==> config.mk <==
export PLATFORM = sky130hd
export DESIGN_NAME = ctr_share_sched
export DESIGN_NICKNAME = d
export VERILOG_FILES = /design/src/rtl/ctr_share_pkg.sv /design/src/rtl/ctr_share_sched_rr_arb.sv /design/src/rtl/ctr_share_sched.sv
export SDC_FILE = /design/constraint.sdc
export NUM_CORES = 1
export LEC_CHECK = 0
export ABC_AREA = 0
export BUFFER_PORTS_ARGS = -buffer_cell sky130_fd_sc_hd__buf_2
export CORE_AREA = 10 10 80 82
export DETAILED_ROUTE_END_ITERATION = 10
export DIE_AREA = 0 0 90 92
export GPL_TIMING_DRIVEN = 0
export PLACE_DENSITY_LB_ADDON = 0.1
export SLEW_MARGIN = 5
export SYNTH_ARGS = -nofsm -noshare
export SYNTH_HDL_FRONTEND = slang
export SYNTH_HIERARCHICAL = 1
export SYNTH_SLANG_ARGS = --single-unit
==> constraint.sdc <==
create_clock -name clk -period 6.1 [get_ports clk]
set_clock_uncertainty 0.15 [all_clocks]
set_input_delay 0.61 -clock clk [delete_from_list [all_inputs] [get_ports clk]]
set_output_delay 0.61 -clock clk [all_outputs]
set_load 0.03 [all_outputs]
==> src/rtl/ctr_share_pkg.sv <==
// Shared constants and helpers for the time-multiplexed counter bank.
// Top-level parameters default to the values held here.
package ctr_share_pkg;

    localparam int DEF_NUM_CH = 4;
    localparam int DEF_CTR_W  = 8;
    localparam int DEF_PEND_W = 2;

    // Largest channel count the bank supports; sizes the one-hot helper.
    localparam int MAX_CH     = 8;

    // Channel index width for the default bank size.
    localparam int CH_IDX_W   = $clog2(DEF_NUM_CH);

    // Deepest pending-event backlog a channel can hold before dropping events.
    localparam int PEND_MAX   = (1 << DEF_PEND_W) - 1;

    // One-hot encode a channel index into a MAX_CH-wide vector.
    function automatic logic [MAX_CH-1:0] onehot(input logic [31:0] idx);
        logic [MAX_CH-1:0] v;
        v = '0;
        if (idx < MAX_CH) begin
            v[idx[2:0]] = 1'b1;
        end
        return v;
    endfunction

endpackage

==> src/rtl/ctr_share_sched_rr_arb.sv <==
// Round-robin arbiter: picks the first eligible channel after the pointer.
// Purely combinational; the caller owns the pointer register.
module rr_arb #(
    parameter int NUM_CH = 4,
    parameter int IDX_W  = 2
) (
    input  logic [NUM_CH-1:0] eligible,
    input  logic [IDX_W-1:0]  ptr,
    output logic              gnt_valid,
    output logic [IDX_W-1:0]  gnt_idx
);

    int cand;

    // Walk channels ptr+1 .. ptr+NUM_CH (wrapping) and latch the first eligible one.
    always_comb begin
        gnt_valid = 1'b0;
        gnt_idx   = '0;
        cand      = 0;
        for (int k = 1; k <= NUM_CH; k++) begin
            cand = int'(ptr) + k;
            if (cand >= NUM_CH) begin
                cand = cand - NUM_CH;
            end
            if (!gnt_valid && eligible[cand[IDX_W-1:0]]) begin
                gnt_valid = 1'b1;
                gnt_idx   = cand[IDX_W-1:0];
            end
        end
    end

endmodule

==> src/rtl/ctr_share_sched.sv <==
// Counter bank with NUM_CH channels sharing one incrementer.
// Events queue per channel in a small pending counter; a round-robin
// arbiter hands the incrementer to one pending channel per cycle.
module ctr_share_sched
    import ctr_share_pkg::*;
#(
    parameter int NUM_CH = DEF_NUM_CH,
    parameter int CTR_W  = DEF_CTR_W,
    parameter int PEND_W = DEF_PEND_W
) (
    input  logic                      clk,
    input  logic                      rst,
    input  logic [NUM_CH-1:0]         req_i,
    input  logic [NUM_CH-1:0]         clr_i,
    input  logic [$clog2(NUM_CH)-1:0] sel_i,
    output logic [CTR_W-1:0]          rd_data_o,
    output logic [NUM_CH-1:0]         gnt_o,
    output logic [NUM_CH-1:0]         wrap_o,
    output logic [NUM_CH-1:0]         drop_o,
    output logic                      busy_o
);

    localparam int                IDX_W     = $clog2(NUM_CH);
    localparam logic [PEND_W-1:0] PEND_FULL = '1;
    localparam logic [CTR_W-1:0]  CTR_FULL  = '1;

    logic [CTR_W-1:0]  ctr  [NUM_CH];
    logic [PEND_W-1:0] pend [NUM_CH];
    logic [IDX_W-1:0]  ptr;

    logic [NUM_CH-1:0] eligible;
    logic              gnt_valid;
    logic [IDX_W-1:0]  gnt_idx;
    logic [NUM_CH-1:0] grant_vec;
    logic [CTR_W-1:0]  ctr_sel;
    logic [CTR_W-1:0]  ctr_next;

    // A channel may compete only if it has queued events and is not being cleared.
    always_comb begin
        eligible = '0;
        for (int c = 0; c < NUM_CH; c++) begin
            eligible[c] = (pend[c] != '0) && !clr_i[c];
        end
    end

    rr_arb #(
        .NUM_CH (NUM_CH),
        .IDX_W  (IDX_W)
    ) u_arb (
        .eligible  (eligible),
        .ptr       (ptr),
        .gnt_valid (gnt_valid),
        .gnt_idx   (gnt_idx)
    );

    // Expand the winning index into a per-channel grant strobe.
    always_comb begin
        grant_vec = '0;
        for (int c = 0; c < NUM_CH; c++) begin
            grant_vec[c] = gnt_valid && (gnt_idx == IDX_W'(c));
        end
    end

    // The single shared incrementer operates on whichever counter won arbitration.
    always_comb begin
        ctr_sel  = ctr[gnt_idx];
        ctr_next = ctr_sel + CTR_W'(1);
    end

    // Per-channel counter, pending backlog and sticky flags; clear beats everything.
    always_ff @(posedge clk or posedge rst) begin
        if (rst) begin
            for (int c = 0; c < NUM_CH; c++) begin
                ctr[c]  <= '0;
                pend[c] <= '0;
            end
            wrap_o <= '0;
            drop_o <= '0;
        end else begin
            for (int c = 0; c < NUM_CH; c++) begin
                if (clr_i[c]) begin
                    ctr[c]    <= '0;
                    pend[c]   <= '0;
                    wrap_o[c] <= 1'b0;
                    drop_o[c] <= 1'b0;
                end else begin
                    if (grant_vec[c]) begin
                        ctr[c] <= ctr_next;
                        if (ctr_sel == CTR_FULL) begin
                            wrap_o[c] <= 1'b1;
                        end
                    end
                    case ({req_i[c], grant_vec[c]})
                        2'b10: begin
                            if (pend[c] == PEND_FULL) begin
                                drop_o[c] <= 1'b1;
                            end else begin
                                pend[c] <= pend[c] + PEND_W'(1);
                            end
                        end
                        2'b01: begin
                            pend[c] <= pend[c] - PEND_W'(1);
                        end
                        default: begin
                        end
                    endcase
                end
            end
        end
    end

    // Round-robin pointer follows the last winner; grant strobe is registered for readback.
    always_ff @(posedge clk or posedge rst) begin
        if (rst) begin
            ptr   <= IDX_W'(NUM_CH - 1);
            gnt_o <= '0;
        end else begin
            gnt_o <= grant_vec;
            if (gnt_valid) begin
                ptr <= gnt_idx;
            end
        end
    end

    // Busy whenever any channel still has queued events.
    always_comb begin
        busy_o = 1'b0;
        for (int c = 0; c < NUM_CH; c++) begin
            busy_o = busy_o | (pend[c] != '0);
        end
    end

    // Readback mux over the registered counters.
    always_comb begin
        rd_data_o = ctr[sel_i];
    end

endmodule

* Word-level counts from Yosys, hierarchy flattened
Cells that the tools add are included.
** Cells by class
- Add/sub/neg operators :: 17
- Order comparisons :: 10
- Equal/unequal tests :: 20
- Multiplexer cells :: 67
- Bitwise gates (word level) :: 5
- Reduce and logical (&&, ||, !) cells :: 55
** Operators by type and width (number)
- 2-to-1 mux 8 bit :: 12
- nonzero test 2 bit :: 20
- binary-select mux 8 bit (select 2 bit) :: 2
- 2-to-1 mux 2 bit :: 16
- 2-to-1 mux 1 bit :: 29
- AND reduction 2 bit :: 12
- == test 2 bit (second input constant) :: 10
- case mux 2 bit (2 select lines) :: 4
- subtractor 2 x 1 -> 2 bit (second input constant) :: 8
- greater-or-equal comparator 3 bit (second input constant) :: 5
- < comparator 2 x 3 -> 1 bit (second input constant) :: 4
- != test 3 bit (second input constant) :: 4
- nonzero test 3 bit :: 4
- logical AND 1 bit :: 11
- == test 2 x 1 -> 1 bit (second input constant) :: 5
- adder 2 x 1 -> 2 bit (second input constant) :: 4
- adder 8 x 1 -> 8 bit (second input constant) :: 1
- binary-select mux 1 bit (select 2 bit) :: 4
- == test 8 bit (second input constant) :: 1
- zero test 1 bit :: 7
- adder 2 x 2 -> 3 bit (second input constant) :: 2
- inverter 2 -> 3 bit :: 2
- adder 2 x 3 -> 4 bit (second input constant) :: 1
- greater-or-equal comparator 4 x 3 -> 1 bit (second input constant) :: 1
- other kinds (3) :: 5
** Storage, ports and cells
- Flip-flop bits (word level) :: 54
- Input bits :: 12
- Output and inout port bits :: 21
- Word-level logic and storage cells :: 192

* Logic depth before layout (Yosys ltp)
Gate-level depths: netlist of the first run.
- Depth after elaboration :: 23
- Gate-level depth with buffers :: 12
- Gate-level depth less buffers :: 10

* Cells and area by module
The synthesis of the first run kept the hierarchy.
** By module, submodules not included
- ctr_share_sched :: times used 1, cells each 244, area an instance 2703.8 µm², sequential area each 1353.8 µm²
- rr_arb :: times used 1, cells each 14, area an instance 91.3 µm², sequential area each 0.0 µm²

* Worst setup path after synthesis of the first run
Ideal clock, no wire load.
- Kind :: input -> register
- From :: in clr_i[2]
- To :: reg ctr[15] in the netlist's numbering
- Setup time :: 0.099 ns
- Data arrival time :: 2.962 ns
- Required time :: 5.851 ns
- Setup slack :: 2.889 ns
- Stages :: 9
- Buffers on the path :: 2
- Path through :: clkbuf_1 nor2_1 and2b_1 a21oi_2 o221ai_2 buf_6 mux4_1 or4_4 a311oi_1
** On the way
- Word-level cells in the longest chain between the ends :: 21
- Elaborated cells on any way between the ends :: 34
- Those cells by class :: 1 x add/sub; 1 x eq/ne; 21 x mux; 1 x bitwise; 10 x reduce/logical
** RTL lines
- from (decl) :: RTL line ctr_share_sched.sv:14 : input logic [NUM_CH-1:0] clr_i,
- zero test 1 bit * :: RTL line ctr_share_sched.sv:42 : eligible[c] = (pend[c] != '0) && !clr_i[c];
- logical AND 1 bit * :: RTL line ctr_share_sched.sv:42
- net eligible[2] :: RTL line ctr_share_sched.sv:31 : logic [NUM_CH-1:0] eligible;
- binary-select mux 1 bit (select 2 bit) :: RTL line ctr_share_sched_rr_arb.sv:25 : if (!gnt_valid && eligible[cand[IDX_W-1:0]]) begin
- 2-to-1 mux 1 bit (implied by the code) :: RTL line ctr_share_sched_rr_arb.sv:25
- 2-to-1 mux 1 bit :: RTL line ctr_share_sched_rr_arb.sv:25
- zero test 1 bit :: RTL line ctr_share_sched_rr_arb.sv:25
- logical AND 1 bit :: RTL line ctr_share_sched_rr_arb.sv:25
- [... 6 more ...]
- 2-to-1 mux 2 bit * :: RTL line ctr_share_sched_rr_arb.sv:25
- net gnt_idx[0] :: RTL line ctr_share_sched.sv:33 : logic [IDX_W-1:0] gnt_idx;
- inverter 2 -> 3 bit (implied by the code) :: RTL line ctr_share_sched.sv:66 : ctr_sel = ctr[gnt_idx];
- binary-select mux 8 bit (select 2 bit) :: RTL line ctr_share_sched.sv:66
- 2-to-1 mux 8 bit (implied by the code) (2 in a row) :: RTL line ctr_share_sched.sv:66
- adder 8 x 1 -> 8 bit :: RTL line ctr_share_sched.sv:67 : ctr_next = ctr_sel + CTR_W'(1);
- 2-to-1 mux 8 bit :: RTL line ctr_share_sched.sv:87 : if (grant_vec[c]) begin
- 2-to-1 mux 8 bit :: RTL line ctr_share_sched.sv:81 : if (clr_i[c]) begin
- to (signal, indexed assignment) :: RTL line ctr_share_sched.sv:88 : ctr[c] <= ctr_next;
- to (decl) :: RTL line ctr_share_sched.sv:27 : logic [CTR_W-1:0] ctr [NUM_CH];
Mark *: on every way through the listed nets, which the timed path passes. The rest lies on a longest branch. The select of a mux whose other input is x is not followed.
A chain may end at the register's enable or synchronous reset.

* Worst setup path in the final report of the first run
- From :: in clr_i[1]
- To :: reg ctr[9] in the netlist's numbering
** On the way
- Elaborated cells on any way between the ends :: 34
- Those cells by class :: 1 x add/sub; 1 x eq/ne; 21 x mux; 1 x bitwise; 10 x reduce/logical
** RTL lines
- zero test 1 bit * :: RTL line ctr_share_sched.sv:42
- logical AND 1 bit * :: RTL line ctr_share_sched.sv:42
- net eligible[1] :: RTL line ctr_share_sched.sv:31
- binary-select mux 1 bit (select 2 bit) :: RTL line ctr_share_sched_rr_arb.sv:25
- 2-to-1 mux 1 bit (implied by the code) :: RTL line ctr_share_sched_rr_arb.sv:25
- 2-to-1 mux 1 bit :: RTL line ctr_share_sched_rr_arb.sv:25
- zero test 1 bit :: RTL line ctr_share_sched_rr_arb.sv:25
- logical AND 1 bit :: RTL line ctr_share_sched_rr_arb.sv:25
- [... 4 more ...]
- zero test 1 bit :: RTL line ctr_share_sched_rr_arb.sv:25
- logical AND 1 bit :: RTL line ctr_share_sched_rr_arb.sv:25
- 2-to-1 mux 2 bit * :: RTL line ctr_share_sched_rr_arb.sv:25
- net gnt_idx[1] :: RTL line ctr_share_sched.sv:33
- == test 2 bit * :: RTL line ctr_share_sched.sv:60 : grant_vec[c] = gnt_valid && (gnt_idx == IDX_W'(c));
- logical AND 1 bit * :: RTL line ctr_share_sched.sv:60
- net grant_vec[2] :: RTL line ctr_share_sched.sv:34 : logic [NUM_CH-1:0] grant_vec;
- nonzero test 2 bit (no source line) *
Marked as above.

==> metrics.csv, run 1 <==
metric,value,unit
hpwl,4920,um
synth_top_family_by_area,compound AO/OA/AOI/OAI gates,
grt_setup_unrepaired,false,
synth_adder_area_share,0.448,%
chipHeight,92,um
postSynthAreaPerCell,10.8,um^2
area_growth_syn_to_layout,12.5,%
critical_path.reg2reg.startpoint,pend[3]$_DFFE_PP0P_,
synthFlopType,sky130_fd_sc_hd__dfrtp_1,
antenna-diode-count,0,
largest_net_degree_at_the_start_of_global_routing,36,
post_layout_nonfiller_instances,367,
dr_total_vias,2251,
totalNegativeSetupSlack,0,ns
relSlewSlack,48.1,%
final-hold-violation-count,0,
cts_buffer_depth,2,
post_synth_edffs,0,
worstSetupEndpointType,flip-flop,
post_synth_inst_count,258,
timing.fmax,0.277,GHz
synth_simple_gate_area_share,14.7,%
worst_ir_drop_vdd,0.000194,V
cp.required,6.18,ns
tritoncts,built,
routed_wire_length_per_instance,19.3,um
synthesis.nets,271,
worstPathMaxFanout,10,
global_route.overflow_total,0,
hp-class,input pin to asynchronous set/reset pin,
max_cap_violations,0,
worstSetupStartpointType,input pin,
finalWirelength,7070,um
die_x,90,um
criticalPathCategory,input pin to flip-flop,
post_synth_instance_area,0.00280,mm^2
met2_length,3320,um
netlist-cell-type-count,41,
worstMarginPinSlew,0.776,ns
ctsResizeCount,0,
cp-endpoint,ctr[9]$_DFFE_PP0P_,
worst_setup_path_startpoint,clr_i[1],
timing.reg2reg.setup_slack,2.79,ns
ant_nets,0,
final_layout_size_suffix_gt1_share,20.9,%
postCtsSetupBuffers,0,
layout_min_cycle_time,3.61,ns
number_of_i_o_pins,33,
cts-htree-levels,2,
p_total,1.59,mW
place_congestion,0.871,
timing.reg2reg.worst_path_depth,11,
synth_mux_area_share,15.4,%
postSynth.asyncResetShare,100,%
critPathArrivalTime,3.69,ns
total_die_area,0.00828,mm^2
setup_viol,0,
core,0.00491,mm^2
finish.utilization,64.0,%
regToRegEndpoint,ctr[12]$_DFFE_PP0P_,
detail_route.wirelength.met1,3200,um
status,completed,
initial_antenna_violation_count,0,
wire_length_of_the_first_global_routing_pass,11700,um
final_net_count,309,
first_global_vias,2310,
final.period_utilization,59.2,%
hold-worst-slack,0.137,ns
path_clk_slew,0.10,ns
cts_made_buffers,5,
via_per_inst,6.13,
yosysSeqAreaShare,48.4,%
clk_root_buffer_cell,sky130_fd_sc_hd__clkbuf_8,
synth-xor-area-share,0.940,%
postSynthRegisterBits,54,
drcViolationCount,0,
p_leak,1.36,nW
met3WireLength,475,um
yosysWarnings,6,
worstSkewPairLatency,0.31,ns
effective_utilization_at_floorplan,56.9,%
dr.pass1.iters,4,
placement.io_buffers,30,
detail_route.iter0.violations,163,
routed.top_layer,met4,
gr-usage-all-layers,17.4,%
rows,26,
power.density,506,mW/mm^2
postCtsHoldBufs,0,
final-max-slew-violation-count,0,
cts_sinks,54,
compound_gate_fraction_of_synth_area,16.7,%
instance_count_after_placement_with_tap_cells_included,359,
critical path: stages:
cell and delay (ns):
sky130_fd_sc_hd__buf_2 0.13, sky130_fd_sc_hd__clkbuf_1 0.49, sky130_fd_sc_hd__nor2_1 0.21, sky130_fd_sc_hd__a21oi_1 0.16
sky130_fd_sc_hd__a31oi_1 0.05, sky130_fd_sc_hd__a21oi_1 0.27, sky130_fd_sc_hd__buf_2 0.34, sky130_fd_sc_hd__nand2_1 0.11
sky130_fd_sc_hd__or2_2 0.35, sky130_fd_sc_hd__clkinv_1 0.22, sky130_fd_sc_hd__clkbuf_1 0.48, sky130_fd_sc_hd__nand2_1 0.11
sky130_fd_sc_hd__a21oi_1 0.15
cell type report:
cell class | count | area, um^2
Buffer | 12 | 53.8
Multi-Input combinational cell | 181 | 1350
Clock inverter | 1 | 5.00
Clock buffer | 7 | 86.3
Timing Repair Buffer | 31 | 170
Tap cell | 70 | 87.6
Sequential cell | 54 | 1350
Fill cell | 412 | 1770
Inverter | 11 | 41.3
report_power, final:
part	switching, mW	internal (mW)
sequential	0.0894	0.476
clock	0.117	0.0919
combinational	0.512	0.304
total	0.719	0.872
state kept, by name (all words and copies together), names as in the netlist:
| name | flops |
|---|---|
| ctr | 32 |
| drop_o | 4 |
| gnt_o | 4 |
| pend | 8 |
| ptr | 2 |
| wrap_o | 4 |
Yosys cell counts, types with 3 or more instances:
cell type	count	area share (%)
sky130_fd_sc_hd__dfrtp_1	52	47
sky130_fd_sc_hd__a211oi_1	18	4.8
sky130_fd_sc_hd__inv_1	8	1.1
sky130_fd_sc_hd__nor2_1	50	6.7
sky130_fd_sc_hd__nand2_1	12	1.6
sky130_fd_sc_hd__mux4_1	5	4.7
sky130_fd_sc_hd__a311oi_1	12	3.8
sky130_fd_sc_hd__nand2b_1	3	0.67
sky130_fd_sc_hd__mux4_2	11	8.9
sky130_fd_sc_hd__a21oi_1	11	2.0
sky130_fd_sc_hd__o21ai_0	11	2.0
sky130_fd_sc_hd__nand3_1	4	0.72
sky130_fd_sc_hd__a31oi_1	11	2.5
sky130_fd_sc_hd__and2_1	3	0.67
sky130_fd_sc_hd__clkbuf_1	8	1.1
sky130_fd_sc_hd__mux2i_1	4	1.4
sky130_fd_sc_hd__clkinv_1	3	0.40
per-layer routing:
layer	track usage (%)	vias up
met1	23.1	1115
met2	27.0	88
met5	0	-
met4	6.23	0
li1	-	1041
met3	4.73	7
worst min-delay path by stage:
stage                                from               endpoint  slack (ns)  cells past startpoint
global route                          rst    pend[6]$_DFFE_PP0P_        0.17                      2
CTS                                   rst  drop_o[0]$_DFFE_PP0P_        0.15                      2
floorplan             pend[6]$_DFFE_PP0P_    pend[6]$_DFFE_PP0P_        0.34                      1
global placement    drop_o[0]$_DFFE_PP0P_  drop_o[0]$_DFFE_PP0P_        0.32                      2
finish                                rst  drop_o[0]$_DFFE_PP0P_        0.14                      2
detailed placement  drop_o[2]$_DFFE_PP0P_  drop_o[2]$_DFFE_PP0P_        0.33                      2
through the flow:
| step | cell area [um^2] | setup WS (ns) |
|---|---|---|
| after floorplan | 2800 | 2.89 |
| after global placement | 3030 | 2.22 |
| after detailed placement | 3050 | 2.21 |
| after CTS | 3140 | 2.54 |
| after global routing | 3140 | 2.26 |
| final | 3140 | 2.49 |
kinds of logic (layout without fill, tap and decap cells):
logic type,count (synthesis),after routing
multiplexers,21,21
buffers and inverters,23,62
adder cells (fa/ha/maj),1,1
flip-flops,54,54
AO/OA/AOI/OAI,68,68
AND/OR/NAND/NOR,88,88
XOR/XNOR,3,3
cells in the final DEF, fill, tap and decap left out, types with 2 or more instances in the layout:
cell	synthesis	layout
sky130_fd_sc_hd__a211oi_1	18	18
sky130_fd_sc_hd__a21o_1	2	2
sky130_fd_sc_hd__a21oi_1	11	11
sky130_fd_sc_hd__a311oi_1	12	12
sky130_fd_sc_hd__a31oi_1	11	11
sky130_fd_sc_hd__and2_1	3	3
sky130_fd_sc_hd__buf_1	2	2
sky130_fd_sc_hd__buf_2	1	31
sky130_fd_sc_hd__clkbuf_1	8	9
sky130_fd_sc_hd__clkbuf_8	0	6
sky130_fd_sc_hd__clkinv_1	3	3
sky130_fd_sc_hd__dfrtp_1	52	52
sky130_fd_sc_hd__dfstp_2	2	2
sky130_fd_sc_hd__inv_1	8	7
sky130_fd_sc_hd__mux2i_1	4	4
sky130_fd_sc_hd__mux4_1	5	5
sky130_fd_sc_hd__mux4_2	11	11
sky130_fd_sc_hd__nand2_1	12	12
sky130_fd_sc_hd__nand2b_1	3	3
sky130_fd_sc_hd__nand3_1	4	4
sky130_fd_sc_hd__nand3_2	2	2
sky130_fd_sc_hd__nor2_1	50	50
sky130_fd_sc_hd__nor2b_1	2	2
sky130_fd_sc_hd__nor3_1	2	2
sky130_fd_sc_hd__o21ai_0	11	11
sky130_fd_sc_hd__or3_1	2	2
sky130_fd_sc_hd__xor2_1	2	2
(Power assumes the default switching activity.)
==> inputs of run 2 (changes only) <==
--- a/config.mk
+++ b/config.mk
@@ -7,9 +7,9 @@
 export LEC_CHECK = 0
 export ABC_AREA = 0
 export BUFFER_PORTS_ARGS = -buffer_cell sky130_fd_sc_hd__buf_2
-export CORE_AREA = 10 10 80 82
+export CORE_AREA = 10 10 81 83
 export DETAILED_ROUTE_END_ITERATION = 10
-export DIE_AREA = 0 0 90 92
+export DIE_AREA = 0 0 91 93
 export GPL_TIMING_DRIVEN = 0
 export PLACE_DENSITY_LB_ADDON = 0.1
 export SLEW_MARGIN = 5
==> constraint.sdc (replaced) <==
create_clock -name clk -period 3.75 [get_ports clk]
set_clock_uncertainty 0.15 [all_clocks]
set_input_delay 0.375 -clock clk [delete_from_list [all_inputs] [get_ports clk]]
set_output_delay 0.375 -clock clk [all_outputs]
set_load 0.03 [all_outputs]
==> run 2 against run 1 <==
Total power grew 61%; worst setup slack got worse by 2.1 ns; combinational power grew 61%; clock-buffer cell count shrank 1; critical path type unchanged; hold slack worse by 0.013 ns; wire length shrank 3.9%; clock power up 62%; register-to-register slack lost 2.3 ns; via count down 2.6%; cell count rose by 0.27%.
==> metrics.csv, run 2 (same netlist as run 1, synthesis figures left out) <==
metric,value,unit,change
totalNegativeSetupSlack,0,ns,unchanged
final-max-slew-violation-count,0,,unchanged
postCtsSetupBuffers,0,,unchanged
path_clk_slew,0.10,ns,about the same
multi_input_comb_area,0.00135,mm^2,unchanged
total_die_area,0.00846,mm^2,was 0.00828 mm^2
detail_route.iter0.violations,173,,was 163
rows,26,,unchanged
effective_utilization_at_floorplan,55.8,%,was 56.9%
finalWirelength,6800,um,was 7070 um
via_per_inst,5.96,,was 6.13
regMostFlops,ctr,,unchanged
max_cap_violations,0,,unchanged
cts_buffer_depth,2,,unchanged
ant_nets,0,,unchanged
cts-htree-levels,2,,unchanged
relSlewSlack,48.8,%,was 48.1%
core,0.00501,mm^2,was 0.00491 mm^2
clk_root_buffer_cell,sky130_fd_sc_hd__clkbuf_8,,unchanged
p_total,2.56,mW,was 1.59 mW
initial_antenna_violation_count,0,,unchanged
hpwl,4840,um,was 4920 um
worstPathMaxFanout,10,,unchanged
ctsResizeCount,0,,unchanged
worstSkewPairLatency,0.31,ns,about the same
first_global_vias,2237,,was 2310
global_route.overflow_total,0,,unchanged
final_net_count,310,,was 309
setup_viol,0,,unchanged
largest_net_degree_at_the_start_of_global_routing,33,,was 36
routed_wire_length_per_instance,18.5,um,was 19.3 um
layout_top_registers,"ctr x32, pend x8",,unchanged
number_of_i_o_pins,33,,unchanged
postCtsHoldBufs,1,,was 0
worst_ir_drop_vdd,0.000423,V,was 0.000194 V
worstMarginPinSlew,0.768,ns,was 0.776 ns
largest_reg_flops,32,,unchanged
drcViolationCount,0,,unchanged
fillCellCount,443,,was 412
dr_total_vias,2193,,was 2251
final_common_cell,sky130_fd_sc_hd__dfrtp_1,,unchanged
hold-worst-slack,0.124,ns,was 0.137 ns
area_growth_syn_to_layout,13.0,%,was 12.5%
chipHeight,93,um,was 92 um
power.density,810,mW/mm^2,was 506 mW/mm^2
register_area,0.00135,mm^2,unchanged
tritoncts,built,,unchanged
die_x,91,um,was 90 um
hp-class,input pin to flip-flop,,was input pin to asynchronous set/reset pin
grt_setup_unrepaired,false,,unchanged
worstSetupStartpointType,input pin,,unchanged
cp.required,3.80,ns,was 6.18 ns
final_layout_size_suffix_gt1_share,21.1,%,was 20.9%
mostFrequentLayoutCells,"sky130_fd_sc_hd__dfrtp_1, sky130_fd_sc_hd__nor2_1, sky130_fd_sc_hd__buf_2",,unchanged
dr.pass1.iters,4,,unchanged
timing.reg2reg.setup_slack,0.52,ns,was 2.79 ns
status,completed,,unchanged
wire_length_of_the_first_global_routing_pass,11300,um,was 11700 um
antenna-diode-count,0,,unchanged
placement.io_buffers,30,,unchanged
layout_min_cycle_time,3.34,ns,
critPathArrivalTime,3.39,ns,was 3.69 ns
worstSetupEndpointType,flip-flop,,unchanged
timing.fmax,0.299,GHz,
p_leak,1.36,nW,about the same
criticalPathCategory,input pin to flip-flop,,unchanged
postLayoutCellArea,0.00316,mm^2,was 0.00314 mm^2
final.period_utilization,89.0,%,
final-hold-violation-count,0,,unchanged
gr-usage-all-layers,16.7,%,was 17.4%
postPlaceCellArea,0.00305,mm^2,unchanged
place_congestion,0.832,,was 0.871
cts_sinks,54,,unchanged
cts_made_buffers,5,,unchanged
[run 2: cell types whose count changed in the layout (fill, tap and decap cells not counted)]
cell / delta
sky130_fd_sc_hd__dlygate4sd3_1: +1
sky130_fd_sc_hd__clkinvlp_4: +1
sky130_fd_sc_hd__clkbuf_1: -1
[run 2: cell type report]
| cell class | instances | area share (%) |
|---|---|---|
| clock inverter | 2 | 0.396 |
| inverter | 11 | 1.31 |
| clock buffer | 6 | 2.61 |
| sequential | 54 | 42.9 |
| multi-input combinational | 181 | 42.6 |
| timing repair buffer | 32 | 5.71 |
| tap | 70 | 2.77 |
| buffer | 12 | 1.70 |
[run 2: stage by stage]
| stage | worst slack, ns | utilization [%] | cells |
|---|---|---|---|
| floorplan | 0.774 | - | 258 |
| global placement | 0.124 | 60.5 | 358 |
| detailed placement | 0.0624 | 60.9 | 359 |
| CTS | 0.384 | 63.0 | 368 |
| global route | 0.202 | 63.0 | 368 |
| finish | 0.411 | 63.0 | 368 |
[run 2: final timing paths]
| kind | startpoint | end | depth (start not counted) |
|---|---|---|---|
| setup / recovery | clr_i[2] | ctr[22]$_DFFE_PP0P_ | 12 |
| hold / removal | clr_i[0] | ctr[31]$_DFFE_PP0P_ | 2 |
| setup reg to reg | pend[3]$_DFFE_PP0P_ | ctr[22]$_DFFE_PP0P_ | 11 |
| hold reg to reg | drop_o[0]$_DFFE_PP0P_ | drop_o[0]$_DFFE_PP0P_ | 2 |
| max in group asynchronous | rst | ptr[1]$_DFFE_PP1P_ | 4 |
| min in group asynchronous | rst | ctr[13]$_DFFE_PP0P_ | 3 |
[run 2: power by group]
| group | internal (mW) | total (mW) | leakage (nW) | switching, mW |
|---|---|---|---|---|
| registers | 0.774 | 0.916 | 0.726 | 0.142 |
| logic | 0.495 | 1.31 | 0.591 | 0.810 |
| clock network | 0.149 | 0.338 | 0.0472 | 0.189 |
| total | 1.42 | 2.56 | 1.36 | 1.14 |
[run 2: critical path, cell delays in order]
cell and delay (ns):
sky130_fd_sc_hd__buf_2 0.14, sky130_fd_sc_hd__clkbuf_1 0.44, sky130_fd_sc_hd__nor2_1 0.16, sky130_fd_sc_hd__and2b_1 0.26
sky130_fd_sc_hd__a21oi_2 0.04, sky130_fd_sc_hd__o221ai_2 0.31, sky130_fd_sc_hd__buf_6 0.22, sky130_fd_sc_hd__mux4_2 0.54
sky130_fd_sc_hd__ha_1 0.26, sky130_fd_sc_hd__nand2_1 0.09, sky130_fd_sc_hd__o21ai_0 0.18, sky130_fd_sc_hd__a311oi_1 0.36
[run 2: layer usage]
layer  part of all wire, %  track usage [%]
met2                    46             26.9
met5                     0                0
met4                   1.1             4.57
met1                    45             22.0
met3                   7.2             4.16
